[src/rtl/watchdog_timer_unit.sv]
// Supervisory watchdog: 32-bit up-counter restarted by heartbeats. It warns near
// expiry and latches a sticky trip flag on expiry or on a forced request.
module watchdog_timer_unit #(
  parameter int unsigned TIMEOUT_CYCLES = 50_000_000,
  parameter int unsigned WARN_CYCLES    = 40_000_000
) (
  input  logic        clk,
  input  logic        rst,
  input  logic        enable,
  input  logic        heartbeat,
  input  logic        force_reset,
  output logic [31:0] counter,
  output logic [31:0] time_left,
  output logic        warning,
  output logic        triggered
);

  localparam int unsigned CW = 32;
  localparam logic [CW-1:0] TIMEOUT   = CW'(TIMEOUT_CYCLES);
  localparam logic [CW-1:0] WARN      = CW'(WARN_CYCLES);
  localparam logic [CW-1:0] LAST_TICK = TIMEOUT - CW'(1);

  logic [CW-1:0] counter_next;
  logic [CW-1:0] counter_inc;
  logic          warning_next;
  logic          triggered_next;

  assign counter_inc = counter + CW'(1);

  // Priority-ordered update: force, disable, tripped hold, kick, expiry, count.
  always_comb begin
    counter_next   = counter;
    warning_next   = warning;
    triggered_next = triggered;
    if (force_reset) begin
      triggered_next = 1'b1;
      warning_next   = 1'b0;
    end else if (!enable) begin
      counter_next = '0;
      warning_next = 1'b0;
    end else if (triggered) begin
      counter_next   = counter;
      warning_next   = warning;
      triggered_next = 1'b1;
    end else if (heartbeat) begin
      counter_next = '0;
      warning_next = 1'b0;
    end else if (counter == LAST_TICK) begin
      counter_next   = TIMEOUT;
      triggered_next = 1'b1;
      warning_next   = 1'b0;
    end else begin
      counter_next = counter_inc;
      warning_next = (counter_inc >= WARN);
    end
  end

  always_ff @(posedge clk or posedge rst) begin
    if (rst) begin
      counter   <= '0;
      warning   <= 1'b0;
      triggered <= 1'b0;
    end else begin
      counter   <= counter_next;
      warning   <= warning_next;
      triggered <= triggered_next;
    end
  end

  // Counter saturates at TIMEOUT, so this cannot underflow.
  assign time_left = TIMEOUT - counter;

endmodule

[config.mk]
export PLATFORM = sky130hd
export DESIGN_NAME = watchdog_timer_unit
export DESIGN_NICKNAME = d
export VERILOG_FILES = /design/src/rtl/watchdog_timer_unit.sv
export SDC_FILE = /design/constraint.sdc
export NUM_CORES = 1
export LEC_CHECK = 0
export CAP_MARGIN = 20
export CORE_AREA = 2 2 128 93
export DETAILED_ROUTE_END_ITERATION = 10
export DIE_AREA = 0 0 130 95
export DONT_BUFFER_PORTS = 1
export PLACE_DENSITY = 0.51
export SLEW_MARGIN = 20
export SYNTH_ARGS = -nofsm -noshare
export SYNTH_HDL_FRONTEND = slang
export SYNTH_SLANG_ARGS = --single-unit
[constraint.sdc]
create_clock -name clk -period 4.6 [get_ports clk]
set_input_delay 0.69 -clock clk [delete_from_list [all_inputs] [get_ports clk]]
set_output_delay 0.69 -clock clk [all_outputs]
set_load 0.01 [all_outputs]
==> results.md <==
- Status: finished clean
- Finished Layout Cells: approximately 520
- Tightest Pin Transition: between 1 and 1.5 ns
- Setup Skew: a little over 0.007 ns
- Vias/cell: between 5 and 6
- GR Util All Layers: between 15 and 20%
- DRC viols: 0
- Worst path required time: about 3.9 ns
- Area leader, netlist: dfrtp_1
- Main synth FF type: dfrtp_1
- HP Class: in -> async
- Clk Latency, worst-skew pair: approximately 0.29 ns
- R2R setup slack: 1.35 ns
- # setup viols final: 0
- Setup TNS: 0 ns
- Number of CTS-inserted buffers: 5
- DR iter-0 viols: between 300 and 400
- Cell Pwr Density: between 200 and 250 mW/mm^2
- Top Ports: 71
- IO Port Bufs: 0
- Vias in the first global route: ~2.7k
- Routed WL: 10,200 um
- CP Launch Type: flop
- CTS tree: yes
- Row cnt: 33
- CTS max path bufs: 2
- Hpwl dp: about 7400 um
- Core area: between 0.01 and 0.015 sq mm
- Critical path class: reg -> out
- Layout cell share with drive strength beyond 1: 5.99%
- Die ar.: about 0.012 sq mm
- Post-Syn Area per Cell: around 7.6 sq um
- Final period utilization: a little under 90%
- Slowest stage delay, CP: about 0.55 ns
- Slowest CP cell: dfrtp_1
- Clock period minus worst slack: 4.03 ns
- Yosys warns: 0
- Max VDD drop: 0.108 mV
- Area grow syn2layout: 5.65%
- # hold bufs at CTS: 0
- Share of flip-flops with an asynchronous set or reset: between 90% and 100%
- Crit end category: output pin
- CP Max Fanout: 12
- Mapped Area: slightly above 0.003 sq mm
- Die H: around 95 um
- Fmax: around 0.25 GHz
- Relative slew slack: 30.2%
- CTS resizes: 0
- Cells after DPL: roughly 520
- Gpl congestion: between 0.8 and 0.9
- DR vias: around 2.9k
- Synth Register Bits: 34
- Clock root cell: clkbuf_16
- WL/cell: roughly 20 um
- EDFF count, synth: 0
- Cell count after synthesis: 400
- Unique cell type count in the Yosys netlist: 60
- Cell chain of the critical path: inv_1 -> ha_1 -> or3b_2 -> o21ai_1 -> a21oi_1 -> o21ai_0 -> and2_1 -> nand2b_1 -> xor2_1
- Worst r2r path cells: 8
- Setup WS pre-CTS: approximately 0.92 ns
- Final Slew Violations: 0
- First-pass GRT wire length: between 15,000 and 20,000 um
- 1st-pass router iterations: 5
- Initial core utilization: a little over a quarter
- Seq/Total Area, Yosys: between 20% and 30%
- Initial antenna violation count: 0
- Critical Path AT: about 3.3 ns
- Clock slew at reported path FFs: about 0.06 ns
- N_diodes: 0
- Main area contributors after synthesis: dfrtp_1 28%, o21ai_0 7.6%, xnor2_1 6.6%
- Die X: 130 um
- Antenna violation net count after detailed routing: 0
- Total leakage power: ~1.2 nW
- Yosys top cell area share: between 20 and 30%
- MaxCap Viol Count: 0
- Post-Syn Nets: 407
- Final worst slack: roughly 0.57 ns
- Overflow after GRT: 0
- CTS Sinks: 34
- Reg2Reg Launch Point: counter[8]
- Reg2reg end: counter[11]
- Largest net degree at the start of global routing: 35
- RSZ-0062 raised after global routing: no
- # Post-CTS Setup Buffers: 0
- H-tree depth: 2
- Final Hold Fails: 0
- Final #Nets: roughly 370
[Yosys cell counts (all sizes together), types with 6 or more instances]
library cell	count
o21ai	49
nor2	35
dfrtp	34
nand2	33
clkbuf	26
xnor2	23
nand3	19
buf	17
nand4	15
nor3	15
o31ai	15
xor2	15
a21oi	10
inv	9
nand2b	8
and3	7
nor4	6
[flip-flops by register name, summed over array words and instances (netlist names)]
name       cells
counter       32
warning        1
triggered      1
[critical path, delay by kind of cell (launching register included)]
kind            cells  cell delay, ns
fa+ha+maj           1            0.19
buf+inv             1            0.12
simple gates        3            0.93
compound gates      3            1.00
flops               1            0.55
xor+xnor            1            0.27
[layer usage]
layer	global-route usage (%)	wire length (um)	vias to the layer above
met2	22.9	4080	137
li1	-	-	1375
met1	25.6	4980	1411
met5	0	0	-
met3	5.89	1050	7
met4	3.94	77	0
[where the power goes]
part | switching, mW | internal [mW]
Combinational | 0.0106 | 0.00156
Clock | 0.137 | 0.254
Sequential | 0.000000111 | 0.299
Total | 0.148 | 0.554
[cells in the final DEF, fill, tap and decap left out, types with 3 or more instances in the layout]
master	count
dfrtp_1	34
a21oi_1	10
nand4_1	13
or3_1	3
nor3_1	14
o211ai_1	3
nand3_1	18
o21ai_0	46
nand2_1	33
nor2b_1	5
nor4_1	5
clkbuf_16	5
inv_1	8
mux2i_1	3
xor2_1	15
xnor2_1	23
a31oi_1	4
nand2b_1	8
and2_1	4
and4_1	4
a211oi_1	5
and3_1	7
o31ai_1	15
nor2_1	35
o41ai_1	3
or4_1	4
[stage by stage]
stage	cell area [sq um]	hold slack [ns]	power, mW	util (%)
2_1_floorplan	3030	0.554	0.313	-
3_3_place_gp	3040	0.590	0.318	27.0
3_5_place_dp	3040	0.629	0.318	27.0
4_1_cts	3200	0.425	0.707	28.4
5_1_grt	3200	0.460	0.731	28.4
6_report	3200	0.390	0.702	28.4
[worst max-delay path by stage]
stage | from | end | slack (ns) | cells past startpoint
2_1_floorplan | counter[0] | time_left[20] | 1.36 | 10
3_3_place_gp | counter[0] | time_left[20] | 1.0 | 9
6_report | counter[0] | time_left[20] | 0.57 | 9
5_1_grt | counter[0] | time_left[20] | 0.38 | 9
4_1_cts | counter[0] | time_left[20] | 0.60 | 9
3_5_place_dp | counter[0] | time_left[20] | 0.92 | 9
[final cells by class]
cell class	instances	area, sq um
sequential	34	851
timing repair buffer	2	15.0
fill	1223	8070
inverter	9	33.8
clock inverter	3	40.0
tap	157	196
clock buffer	5	125
multi-input combinational	314	1940
[logic make-up after synthesis]
family / after synthesis / share of synthesized area (%)
flip-flops: 34 / 28.1
AO/OA/AOI/OAI: 104 / 21.4
AND/OR/NAND/NOR: 167 / 29.9
multiplexers: 3 / 0.990
adder cells (fa/ha/maj): 2 / 0.825
XOR/XNOR: 38 / 11.0
buffers and inverters: 52 / 7.88
(Power assumes the default switching activity.)
==> patch: new RTL, config.mk and constraints unchanged <==
Add an input register stage for `enable` and `heartbeat`; this delays them by one clock.
--- a/src/rtl/watchdog_timer_unit.sv
+++ b/src/rtl/watchdog_timer_unit.sv
@@ -22,2 +22,10 @@
 
+  logic enable_q;
+  logic heartbeat_q;
+
+  always_ff @(posedge clk) begin
+    enable_q    <= enable;
+    heartbeat_q <= heartbeat;
+  end
+
   logic [CW-1:0] counter_next;
@@ -37,3 +45,3 @@
       warning_next   = 1'b0;
-    end else if (!enable) begin
+    end else if (!enable_q) begin
       counter_next = '0;
@@ -44,3 +52,3 @@
       triggered_next = 1'b1;
-    end else if (heartbeat) begin
+    end else if (heartbeat_q) begin
       counter_next = '0;
Function: changed (a bounded check fails within 4 cycles, from zero or initial values and one cycle with rst high).
==> patch against the original RTL <==
Synthesized area rose by 1.3%. Non-clock buffer count unchanged. Final area grew 0.78%. Worst hold slack improved by 0.023 ns. Clock power shrank 9.5%. Wire length decreased by 1.9%. Global-route usage shrank 0.55 points. Worst setup slack worse by 0.065 ns. Sequential cell count increased by 2. Power shrank 2.5%. Synthesized cell count increased by 0.50%. Critical path type unchanged. Critical endpoint unchanged.
==> patch: results (changes against the original RTL) <==
stage,metric,value,unit,change
placed_design,gp_congestion,0.8576,,-0.24%
run_status,status,"complete, no violations",,
synth,yosysWarnings,0,,unchanged
drt,drt-pass1-iter-count,4,,-1
power_and_ir_drop,p_leak,1.196,nW,+0.81%
critical_path,cp.arrival,3.41,ns,+0.07 ns
layout,antenna_cells,0,,unchanged
drt,drtIter0Drc,205,,-42%
drt,avgViaCountPerCell,5.589,,about the same
synth,async_flop_share,94.44,%,-5.6 points
grt,grt_pass1_vias,2653,,-1.9%
synth,synth.yosys.seq_area_share,28.99,%,+0.94 points
drt,routedWlPerCell,19.00,um,-2.3%
clocking,cts_max_level,2,,unchanged
grt,antenna_found_initial,0,,unchanged
timing,fin_skew,0.006316,ns,-0.0008667 ns
layout,final_nets,375,,+0.54%
layout,drive_gt1_share,6.233,%,+0.24 points
critical_path,r2r_start,counter[0]$_DFFE_PP0P_,,
grt,track_usage,16.47,%,-0.55 points
grt,grt_pass1_wl,15650,um,-2.8%
layout,n_fill_cell,1216,,-0.57%
critical_path,reg2reg_depth,9,,+1
placed_design,post_dp_cell_area,3079,um2,+1.3%
synth,synth_nets,409,,+0.49%
timing,max_slew.worst_pin.slew,0.9101,ns,-0.1374 ns
critical_path,critical_path_peak_fanout,12,,unchanged
clocking,clk_pin_slew,0.06,ns,about the same
timing,hold_ws,0.4125,ns,+0.02271 ns
synth,synth.area.top_cells,"dfrtp_1, o21ai_0, xnor2_1",,
power_and_ir_drop,switchingPower,0.0001513,W,+2.5%
synth,synth_cell_types,61,,+1.7%
power_and_ir_drop,vdd_drop_max,0.0001410,V,+31%
placed_design,dp.final_hpwl,7284,um,-2.0%
clocking,cts_made_buffers,5,,unchanged
patch: cell types whose count changed after synthesis:
cell	change
dfxtp_1	+2
patch: per-layer routing:
metal / track usage [%] / wire [um] / up-vias
li1: - / - / 1372
met1: 25.34 / 4963 / 1433
met2: 22.43 / 3997 / 126
met3: 5.099 / 969 / 9
met4: 2.688 / 61 / 0
met5: 0 / 0 / -
patch: area by class of cell:
cell class | instances | area, um2 | area share, %
inverters | 9 | 33.78 | 1.046
clock inverters | 2 | 10.01 | 0.3100
clock buffers | 6 | 138.9 | 4.301
well taps | 157 | 196.4 | 6.083
repair buffers | 2 | 15.01 | 0.4649
multi-input cells | 314 | 1944 | 60.21
flip-flops and latches | 36 | 890.9 | 27.59
patch: how the worst max path moves through the flow:
stage | startpoint | endpoint | cells past startpoint
after floorplan | counter[0]$_DFFE_PP0P_ | time_left[20] | 10
after global placement | counter[0]$_DFFE_PP0P_ | time_left[29] | 7
after detailed placement | counter[0]$_DFFE_PP0P_ | time_left[20] | 9
after CTS | counter[0]$_DFFE_PP0P_ | time_left[20] | 9
after global routing | counter[0]$_DFFE_PP0P_ | time_left[20] | 9
final | counter[0]$_DFFE_PP0P_ | time_left[20] | 9
patch: kinds of logic after synthesis:
kind of cell / synth area share (%)
multiplexers: 0.9772
AO/OA/AOI/OAI: 21.13
flip-flops: 28.99
XOR/XNOR: 10.83
buffers and inverters: 7.777
adder cells (fa/ha/maj): 0.8142
AND/OR/NAND/NOR: 29.48
patch: through the flow:
stage          setup WS [ns]  power (W)  instances
2_1_floorplan          1.361  0.0003320        402
3_3_place_gp          0.9740  0.0003368        518
3_5_place_dp          0.8760  0.0003367        518
4_1_cts               0.5463  0.0006906        526
5_1_grt               0.3238  0.0007092        526
6_report              0.5016  0.0006841        526
patch: critical path, stage by stage, from the launching register on:
cell and delay, ns:
dfrtp_1 0.54, inv_1 0.12, ha_1 0.19, or3b_2 0.50, o21ai_1 0.46, a21oi_1 0.27
o21ai_0 0.36, and2_1 0.24, nand2b_1 0.17, xor2_1 0.27
patch: power by group through the flow:
stage | logic, W | clock network (W) | registers (W)
2_1_floorplan | 0.00000850 | 0 | 0.000324
3_3_place_gp | 0.0000132 | 0 | 0.000324
3_5_place_dp | 0.0000132 | 0 | 0.000324
4_1_cts | 0.0000133 | 0.000360 | 0.000318
5_1_grt | 0.0000150 | 0.000377 | 0.000318
6_report | 0.0000127 | 0.000354 | 0.000318
